File: config.mk
export PLATFORM = sky130hd
export DESIGN_NAME = modn_up_counter_flat
export DESIGN_NICKNAME = d
export VERILOG_FILES = /design/src/rtl/modn_up_counter_pkg.sv /design/src/rtl/modn_up_counter_if.sv /design/src/rtl/modn_up_counter_prescaler.sv /design/src/rtl/modn_up_counter.sv /design/src/flat_wrapper.sv
export SDC_FILE = /design/constraint.sdc
export NUM_CORES = 1
export LEC_CHECK = 0
export CORE_MARGIN = 2
export CORE_UTILIZATION = 43
export CTS_BUF_LIST = sky130_fd_sc_hd__clkbuf_8
export CTS_CLUSTER_DIAMETER = 40
export CTS_CLUSTER_SIZE = 30
export DETAILED_ROUTE_END_ITERATION = 8
export PLACE_DENSITY_LB_ADDON = 0.25
export SLEW_MARGIN = 20
export SYNTH_ARGS = -nofsm -noshare
export SYNTH_HDL_FRONTEND = slang
export SYNTH_SLANG_ARGS = --single-unit
File: constraint.sdc
create_clock -name clk -period 1.45 [get_ports clk]
set_input_delay 0.29 -clock clk [delete_from_list [all_inputs] [get_ports clk]]
set_output_delay 0.29 -clock clk [all_outputs]
set_load 0.005 [all_outputs]
File: src/rtl/modn_up_counter_pkg.sv
// counter_pkg: constants and sizing helper shared by the modulo-N counter files
package counter_pkg;
  localparam logic [7:0] WRAP_MAX = 8'd255;
  function automatic int presc_width(input int prescale);
    return (prescale <= 2) ? 1 : $clog2(prescale);
  endfunction
endpackage

File: src/rtl/modn_up_counter_if.sv
// modn_up_counter_if: control inputs and count/status outputs of one counter
interface modn_up_counter_if #(parameter int WIDTH = 3) ();
  logic             en;
  logic             load;
  logic [WIDTH-1:0] d;
  logic [WIDTH-1:0] q;
  logic             tc;
  logic             carry;
  logic [7:0]       wrap_cnt;
  logic             load_err;
  modport master (output en, load, d, input q, tc, carry, wrap_cnt, load_err);
  modport slave  (input en, load, d, output q, tc, carry, wrap_cnt, load_err);
endinterface

File: src/rtl/modn_up_counter_prescaler.sv
// tick_prescaler: emits one tick every PRESCALE enabled cycles; clr restarts the phase
module tick_prescaler
  import counter_pkg::*;
#(
  parameter int PRESCALE = 1
) (
  input  logic clk,
  input  logic rst,
  input  logic en,
  input  logic clr,
  output logic tick
);
  localparam int PW = presc_width(PRESCALE);
  localparam logic [PW-1:0] LAST = PW'(PRESCALE - 1);
  logic [PW-1:0] phase;
  assign tick = en && (phase == LAST);
  // phase advances only on enabled cycles and wraps after the tick
  always_ff @(posedge clk or posedge rst)
    if (rst) phase <= '0;
    else if (clr) phase <= '0;
    else if (en) phase <= tick ? '0 : phase + PW'(1);
endmodule

File: src/rtl/modn_up_counter.sv
// modn_up_counter: modulo-N up counter with load, prescaler, carry and saturating wrap count
module modn_up_counter
  import counter_pkg::*;
#(
  parameter int WIDTH    = 3,
  parameter int MODULUS  = 8,
  parameter int PRESCALE = 1
) (
  input logic               clk,
  input logic               rst,
  modn_up_counter_if.slave  bus
);
  if (MODULUS < 2 || MODULUS > 2 ** WIDTH || PRESCALE < 1 || PRESCALE > 256) begin : g_bad_param
    $error("modn_up_counter: illegal parameter set");
  end
  localparam logic [WIDTH:0]   MOD  = (WIDTH + 1)'(MODULUS);
  localparam logic [WIDTH-1:0] LAST = WIDTH'(MODULUS - 1);
  logic             tick;
  logic             tc;
  logic             d_ok;
  logic [WIDTH-1:0] q;
  logic [7:0]       wrap_cnt;
  logic             load_err;
  tick_prescaler #(.PRESCALE(PRESCALE)) u_presc (
    .clk  (clk),
    .rst  (rst),
    .en   (bus.en),
    .clr  (bus.load),
    .tick (tick)
  );
  assign d_ok         = {1'b0, bus.d} < MOD;
  assign tc           = q == LAST;
  assign bus.q        = q;
  assign bus.tc       = tc;
  assign bus.carry    = tc & tick & ~bus.load;
  assign bus.wrap_cnt = wrap_cnt;
  assign bus.load_err = load_err;
  // load beats tick; out-of-range loads clear q and latch the sticky error
  always_ff @(posedge clk or posedge rst)
    if (rst) begin
      q        <= '0;
      wrap_cnt <= '0;
      load_err <= 1'b0;
    end else if (bus.load) begin
      q        <= d_ok ? bus.d : '0;
      wrap_cnt <= '0;
      if (!d_ok) load_err <= 1'b1;
    end else if (tick) begin
      q <= tc ? '0 : q + WIDTH'(1);
      if (tc && wrap_cnt != WRAP_MAX) wrap_cnt <= wrap_cnt + 8'd1;
    end
endmodule

File: src/flat_wrapper.sv
// flat-port wrapper written by rule: the top's interface ports become plain ports
module modn_up_counter_flat import counter_pkg::*;
#(
  parameter int WIDTH    = 3,
  parameter int MODULUS  = 8,
  parameter int PRESCALE = 1
)
  (clk, rst, bus_en, bus_load, bus_d, bus_q, bus_tc, bus_carry, bus_wrap_cnt, bus_load_err);
  modn_up_counter_if #(.WIDTH(WIDTH)) bus_i ();
  input logic clk;
  input logic rst;
  input wire logic [$bits(bus_i.en)-1:0] bus_en;
  input wire logic [$bits(bus_i.load)-1:0] bus_load;
  input wire logic [$bits(bus_i.d)-1:0] bus_d;
  output wire logic [$bits(bus_i.q)-1:0] bus_q;
  output wire logic [$bits(bus_i.tc)-1:0] bus_tc;
  output wire logic [$bits(bus_i.carry)-1:0] bus_carry;
  output wire logic [$bits(bus_i.wrap_cnt)-1:0] bus_wrap_cnt;
  output wire logic [$bits(bus_i.load_err)-1:0] bus_load_err;
  assign bus_i.en = bus_en;
  assign bus_i.load = bus_load;
  assign bus_i.d = bus_d;
  assign bus_q = bus_i.q;
  assign bus_tc = bus_i.tc;
  assign bus_carry = bus_i.carry;
  assign bus_wrap_cnt = bus_i.wrap_cnt;
  assign bus_load_err = bus_i.load_err;
  modn_up_counter #(.WIDTH(WIDTH), .MODULUS(MODULUS), .PRESCALE(PRESCALE)) u_core (.clk(clk), .rst(rst), .bus(bus_i));
endmodule
==> qor.yml, run 1 <==
run_status:
  status: "finished, violations left"
  violations: "setup timing"
clock_tree:
  numCtsBuffers: 3
  clockBufferDepth: 2
  clk_pin_slew_worst_paths_ns: 0.06
  htree_num_levels: 1
  cts_tree: "yes"
  insertion_delay_ns: 0.24
  root_buffer: "clkbuf_8"
  holdBufCountCts: 0
  clkSinkCount: 12
grt:
  grt_max_degree: 18
  grt_overflow: 0
  grtUsageTotal_pct: 23.07
  antenna_found_initial: 0
  grt_pass1_vias: 728
  grt_pass1_wl_microns: 3429
setup_path:
  cpMostUsedCell: "ha_4"
  end_kind: "register"
  crit_slowest_cell: "dfrtp_1"
  path_class: "register to register"
  critPathRequiredTime_ns: 1.57
  startpoint_type: "register"
  critPathMaxFanout: 3
  critPathArrivalTime_ns: 1.73
  cpPeakStageDelay_ns: 0.41
  cp_top_family: "flip-flops"
  path_buf_inv: 1
  crit_chain: "ha_4, ha_4, nand3b_4, buf_6, a41oi_4, mux2_4"
yosys:
  synth-main-ff-cell: "dfrtp_1"
  synth.top_cell.area_share_pct: 39.87
  synth_seq_cells: 12
  ys_seq_area_share_pct: 39.87
  synth.distinct_cells: 33
  synthTopCellsByCount: "12 x dfrtp_1, 6 x nand2_1, 5 x nor2_1"
  ys_warn_count: 0
  synth_area_leader_cell: "dfrtp_1"
  avgSynthCellArea_sq_um: 10.32
  yosys.cell_count.top_type: "dfrtp_1"
  synth_enable_flop_cells: 0
  netlist_area_sq_um: 753.2
  postSynthCellCount: 73
  async_flop_share_pct: 100.0
  syn-num-nets: 83
  synth.area.top_cells: "dfrtp_1 40%, mux2i_1 5.3%, ha_1 5.0%, mux2_1 4.5%, nor4b_2 4.0%"
timing:
  fin_ws_ns: -0.1617
  rsz0062_at_grt: "yes"
  finalCritPeriodShare_pct: 111.2
  worst_pin_slew_ns: 0.5000
  clock-skew-final_ns: 0.006356
  slew_viol_final: 0
  finalSetupViolCount: 9
  slew_headroom_pct: 66.63
  fmax_mhz: 620.4
  finalHoldViolCount: 0
  finalCriticalPeriod_ns: 1.612
placed_design:
  portBuffers: 19
  place_inst: 120
  place_congestion: 0.9179
  dp.final_hpwl_microns: 1468
floorplanning:
  ios: 21
  die_y_microns: 45.86
  fp.dieW_microns: 45.86
  core-area_sq_um: 1689
  row_count: 15
  die-area_sq_um: 2103
  initial_core_util_pct: 44.59
power:
  p_leak_nw: 0.6562
  power_uw: 900.6
  irDropWorstVdd_uv: 527.6
  powerDensity_nw_per_um2: 690.1
  clockPowerShare_pct: 41.3
  p_int_uw: 683.2
  p_comb_share_pct: 18.5
  pwr-share-seq_pct: 40.1
  switching_share_pct: 24.14
  p_sw_uw: 217.4
final_layout:
  fin_nets: 127
  multiInputGateArea_sq_um: 530.5
  final_cell_count_no_fill: 133
  syn2layout_area_growth_pct: 73.26
  antenna_cells: 0
  drive_gt1_share_pct: 44.83
  fillCellCount: 108
  seqCellArea_sq_um: 305.3
detailed_routing:
  drt-initial-drc-count: 17
  drc_errors: 0
  wire_per_inst_microns: 16.96
  postRouteWirelength_microns: 2256
  via_per_inst: 5.639
  vias: 750
  antenna_left: 0
  firstDrtPassIters: 4
min_path:
  hold_path.class: "primary input to asynchronous set/reset pin"
flow_run:
  drv_cap: 0
==> kinds of logic (layout without fill, tap and decap cells) <==
family / Yosys count / count (layout) / synth area share [%]
and+or+nand+nor: 31 / 31 / 27.91
AOI/OAI and AO/OA: 12 / 12 / 12.62
DFF: 12 / 12 / 39.87
muxes: 7 / 7 / 9.801
buffers and inverters: 7 / 50 / 4.319
adders and majority gates: 3 / 3 / 4.984
other: 1 / 1 / 0.4979
==> path summary, 6_finish.rpt <==
check | start | to | slack [ns] | cells after the start
max | u_core.bus.q[0] | u_core.bus.wrap_cnt[0] | -0.16 | 6
max in group asynchronous | rst | u_core.bus.wrap_cnt[3] | 0.71 | 2
min reg2reg | u_core.bus.wrap_cnt[7] | u_core.bus.wrap_cnt[7] | 0.57 | 2
min | rst | u_core.bus.q[0] | 0.37 | 2
max reg2reg | u_core.bus.q[0] | u_core.bus.wrap_cnt[0] | -0.16 | 6
min in group clk | bus_en | u_core.u_presc.phase | 0.45 | 3
==> metrics by stage <==
stage	cell area, sq um	hold WS, ns	util [%]	setup slack, ns	TNS (ns)
2_1_floorplan	783.3	0.1547	-	-0.1261	-0.2838
3_5_place_dp	1090	0.5587	64.52	-0.4249	-2.984
3_3_place_gp	1090	0.5608	64.52	-0.3978	-2.862
4_1_cts	1236	0.3852	73.19	-0.1795	-0.9286
6_report	1305	0.3693	77.26	-0.1617	-0.9061
5_1_grt	1305	0.4175	77.26	-0.2078	-1.496
==> metal layers <==
metal	wire, microns	track usage (%)	up-vias	share of wire, %
met1	1002	32.76	366	44
met3	96	3.571	4	4.3
met5	0	0	-	0
met2	1142	36.11	26	51
met4	14	6.286	0	0.62
li1	-	-	354	-
==> power groups by stage <==
stage / Sequential [mW] / Combinational, mW / Clock (mW)
after floorplan: 0.367 / 0.0638 / 0
after global placement: 0.363 / 0.153 / 0
after detailed placement: 0.363 / 0.158 / 0
after CTS: 0.357 / 0.156 / 0.376
after global routing: 0.363 / 0.184 / 0.393
final: 0.361 / 0.167 / 0.372
==> placed cells by master (no fill, tap or decap), drive strengths merged, types with 5 or more instances in the layout <==
cell type,count
buf,26
clkbuf,5
clkdlybuf4s50,6
dfrtp,12
dlygate4sd2,6
nand2,6
nor2,5
==> flip-flops by register name, summed over array words and instances (netlist names) <==
register and flops:
u_core.bus.wrap_cnt 8, u_core.bus.q 3, u_core.u_presc.phase 1
==> area by class of cell <==
| cell class | count | share of cell area (%) |
|---|---|---|
| sequential | 12 | 23.39 |
| timing repair buffer | 44 | 29.53 |
| tap | 17 | 1.630 |
| clock buffer | 4 | 4.219 |
| inverter | 2 | 0.5753 |
| multi-input combinational | 54 | 40.65 |
==> repair_timing <==
item | in CTS | in global routing
resized for setup | 28 | 12
setup endpoints to repair | 20 | 15
setup buffers | 6 | 3
pin swaps | 8 | 2
Power figures use the tool's default switching activity.
==> inputs of run 2 (changes only) <==
Settings changed: CORE_UTILIZATION 43 to 44.
==> run 2 against run 1 <==
Final cell count is 5.3% higher. Hold slack got worse by 0.0053 ns. Global-route usage up 5.0 points. Utilization rose by 12 points. The run still ends with setup timing left. Count of clock-buffer cells in the layout is 1 lower. Highest routed layer unchanged. Largest power group is now registers.
==> qor.yml, run 2 (synthesis gave the netlist of run 1 again) <==
power:
  power_uw: 873.8  # was 900.6 uW
  p_sw_uw: 233.3  # was 217.4 uW
  irDropWorstVdd_uv: 641.9  # was 527.6 uV
  p_int_uw: 640.5  # was 683.2 uW
  powerDensity_nw_per_um2: 626.9  # was 690.1 nW/um^2
  p_comb_share_pct: 22.3  # was 18.5%
  p_leak_nw: 0.6765  # was 0.6562 nW
  clockPowerShare_pct: 36.6  # was 41.3%
  pwr-share-seq_pct: 41.1  # was 40.1%
  switching_share_pct: 26.70  # was 24.14%
grt:
  antenna_found_initial: 0  # unchanged
  grt_pass1_wl_microns: 3829  # was 3429 microns
  grtUsageTotal_pct: 28.06  # was 23.07%
  grt_overflow: 0  # unchanged
  grt_max_degree: 18  # unchanged
  grt_pass1_vias: 841  # was 728
detailed_routing:
  vias: 823  # was 750
  postRouteWirelength_microns: 2806  # was 2256 microns
  firstDrtPassIters: 4  # unchanged
  drt-initial-drc-count: 32  # was 17
  drc_errors: 0  # unchanged
  via_per_inst: 5.879  # was 5.639
  wire_per_inst_microns: 20.04  # was 16.96 microns
  antenna_left: 0  # unchanged
clock_tree:
  insertion_delay_ns: 0.25  # was 0.24 ns
  htree_num_levels: 1  # unchanged
  root_buffer: "clkbuf_8"  # unchanged
  clkSinkCount: 12  # unchanged
  holdBufCountCts: 0  # unchanged
  clk_pin_slew_worst_paths_ns: 0.05  # was 0.06 ns
  numCtsBuffers: 3  # unchanged
  clockBufferDepth: 2  # unchanged
  cts_tree: "yes"  # unchanged
placed_design:
  dp.final_hpwl_microns: 1510  # was 1468 microns
  place_congestion: 0.7879  # was 0.9179
  dpl_worst_slack_ns: -0.4360  # was -0.4249 ns
  place_inst: 121  # was 120
  portBuffers: 19  # unchanged
final_layout:
  antenna_cells: 0  # unchanged
  fin_nets: 136  # was 127
  fillCellCount: 71  # was 108
  drive_gt1_share_pct: 50.00  # was 44.83%
  syn2layout_area_growth_pct: 85.05  # was 73.26%
  layout_common_cells: "25 x buf_4, 10 x buf_6, 10 x dfrtp_1"  # was 21 x buf_4, 8 x dfrtp_1, 6 x nand2_1, 6 x clkdlybuf4s50_1, 6 x dlygate4sd2_1
  top_regs: "u_core.bus.wrap_cnt: 8 flops, u_core.bus.q: 3 flops, u_core.u_presc.phase: 1 flops"  # unchanged
  regMostFlops: "u_core.bus.wrap_cnt"  # unchanged
  final_common_cell: "buf_4"  # unchanged
  final_cell_count_no_fill: 140  # was 133
  largest_reg_flops: 8  # unchanged
floorplanning:
  die_y_microns: 45.38  # was 45.86 microns
  die-area_sq_um: 2059  # was 2103 sq um
  row_count: 14  # was 15
  core-area_sq_um: 1559  # was 1689 sq um
  fp.dieW_microns: 45.38  # was 45.86 microns
  ios: 21  # unchanged
  initial_core_util_pct: 48.31  # was 44.59%
setup_path:
  path_class: "register to register"  # unchanged
  cp_top_family: "simple AND/OR/NAND/NOR gates"  # was flip-flops
  critPathRequiredTime_ns: 1.58  # was 1.57 ns
  path_buf_inv: 1  # unchanged
  critPathArrivalTime_ns: 1.88  # was 1.73 ns
  crit_slowest_cell: "dfrtp_1"  # unchanged
  crit_chain: "ha_2, ha_4, buf_6, nand4b_1, nor4b_2, mux2_1"  # was ha_4, ha_4, nand3b_4, buf_6, a41oi_4, mux2_4
  startpoint_type: "register"  # unchanged
  critPathMaxFanout: 3  # unchanged
  cpPeakStageDelay_ns: 0.38  # was 0.41 ns
  end_kind: "register"  # unchanged
timing:
  fin_ws_ns: -0.3000  # was -0.1617 ns
  rsz0062_at_grt: "yes"  # unchanged
  holdWs_ns: 0.3640  # was 0.3693 ns
  finalCriticalPeriod_ns: 1.750  # was 1.612 ns
  clock-skew-final_ns: 0.0003841  # was 0.006356 ns
  finalHoldViolCount: 0  # unchanged
  finalCritPeriodShare_pct: 120.7  # was 111.2%
  slew_viol_final: 0  # unchanged
  finalSetupViolCount: 11  # was 9
  fmax_mhz: 571.4  # was 620.4 MHz
run_status:
  status: "finished, violations left"  # unchanged
  violations: "setup timing"  # unchanged
flow_run:
  drv_cap: 0  # unchanged
min_path:
  hold_path.class: "primary input to asynchronous set/reset pin"  # unchanged
run 2: cell count changes in the layout (fill, tap and decap cells not counted), moves of 2 or more:
cell             change
buf_6                +6
dfrtp_2              -2
dfrtp_1              +2
dlymetal6s2s_1       -2
clkdlybuf4s50_1      +2
buf_4                +4
run 2: power by group through the flow:
stage	sequential [mW]	combinational [mW]	clock (mW)
2_1_floorplan	0.367	0.0638	0
3_3_place_gp	0.363	0.152	0
3_5_place_dp	0.363	0.159	0
4_1_cts	0.359	0.172	0.318
5_1_grt	0.361	0.206	0.336
6_report	0.359	0.194	0.320
run 2: worst reg2reg max path, delay by kind of cell (launching register included):
kind / cells / cell delay (ns)
simple gates: 2 / 0.42
flops: 1 / 0.38
fa+ha+maj: 2 / 0.38
mux: 1 / 0.35
buf+inv: 1 / 0.11
run 2: repair_timing:
action,CTS,global route
endpoints found under the setup margin,20,15
pin swaps,5,3
resized for setup,30,20
setup buffers,13,5
run 2: final cells by class:
class,instances,area (sq um),area share (%)
Multi-Input combinational cell,54,554.3,39.77
Timing Repair Buffer,53,467.9,33.57
Sequential cell,12,302.8,21.72
Clock buffer,3,41.29,2.962
Tap cell,16,20.02,1.436
Inverter,2,7.507,0.5386
run 2: stage by stage:
step / util (%) / area (sq um) / TNS [ns]
2_1_floorplan: - / 783.3 / -0.2838
3_3_place_gp: 70.79 / 1104 / -3.027
3_5_place_dp: 70.79 / 1104 / -3.400
4_1_cts: 84.03 / 1310 / -1.526
5_1_grt: 89.41 / 1394 / -2.523
6_report: 89.41 / 1394 / -2.027
run 2: final timing paths:
kind | startpoint | cells past startpoint | endpoint | slack [ns]
setup / recovery | u_core.bus.q[0] | 6 | u_core.bus.wrap_cnt[6] | -0.30
hold / removal | rst | 2 | u_core.u_presc.phase | 0.36
setup reg to reg | u_core.bus.q[0] | 6 | u_core.bus.wrap_cnt[6] | -0.30
hold reg to reg | u_core.bus.wrap_cnt[7] | 2 | u_core.bus.wrap_cnt[7] | 0.60
max in group asynchronous | rst | 2 | u_core.bus.wrap_cnt[4] | 0.73
min in group clk | u_core.bus.wrap_cnt[7] | 2 | u_core.bus.wrap_cnt[7] | 0.60
run 2: per-layer routing:
layer	routed length, microns	track usage, %	part of all wire [%]	vias up
met2	1350	44.29	48	44
met1	1210	35.66	43	399
met3	160	4.762	5.7	8
li1	-	-	-	372
met5	0	0	0	-
met4	84	17.06	3.0	0
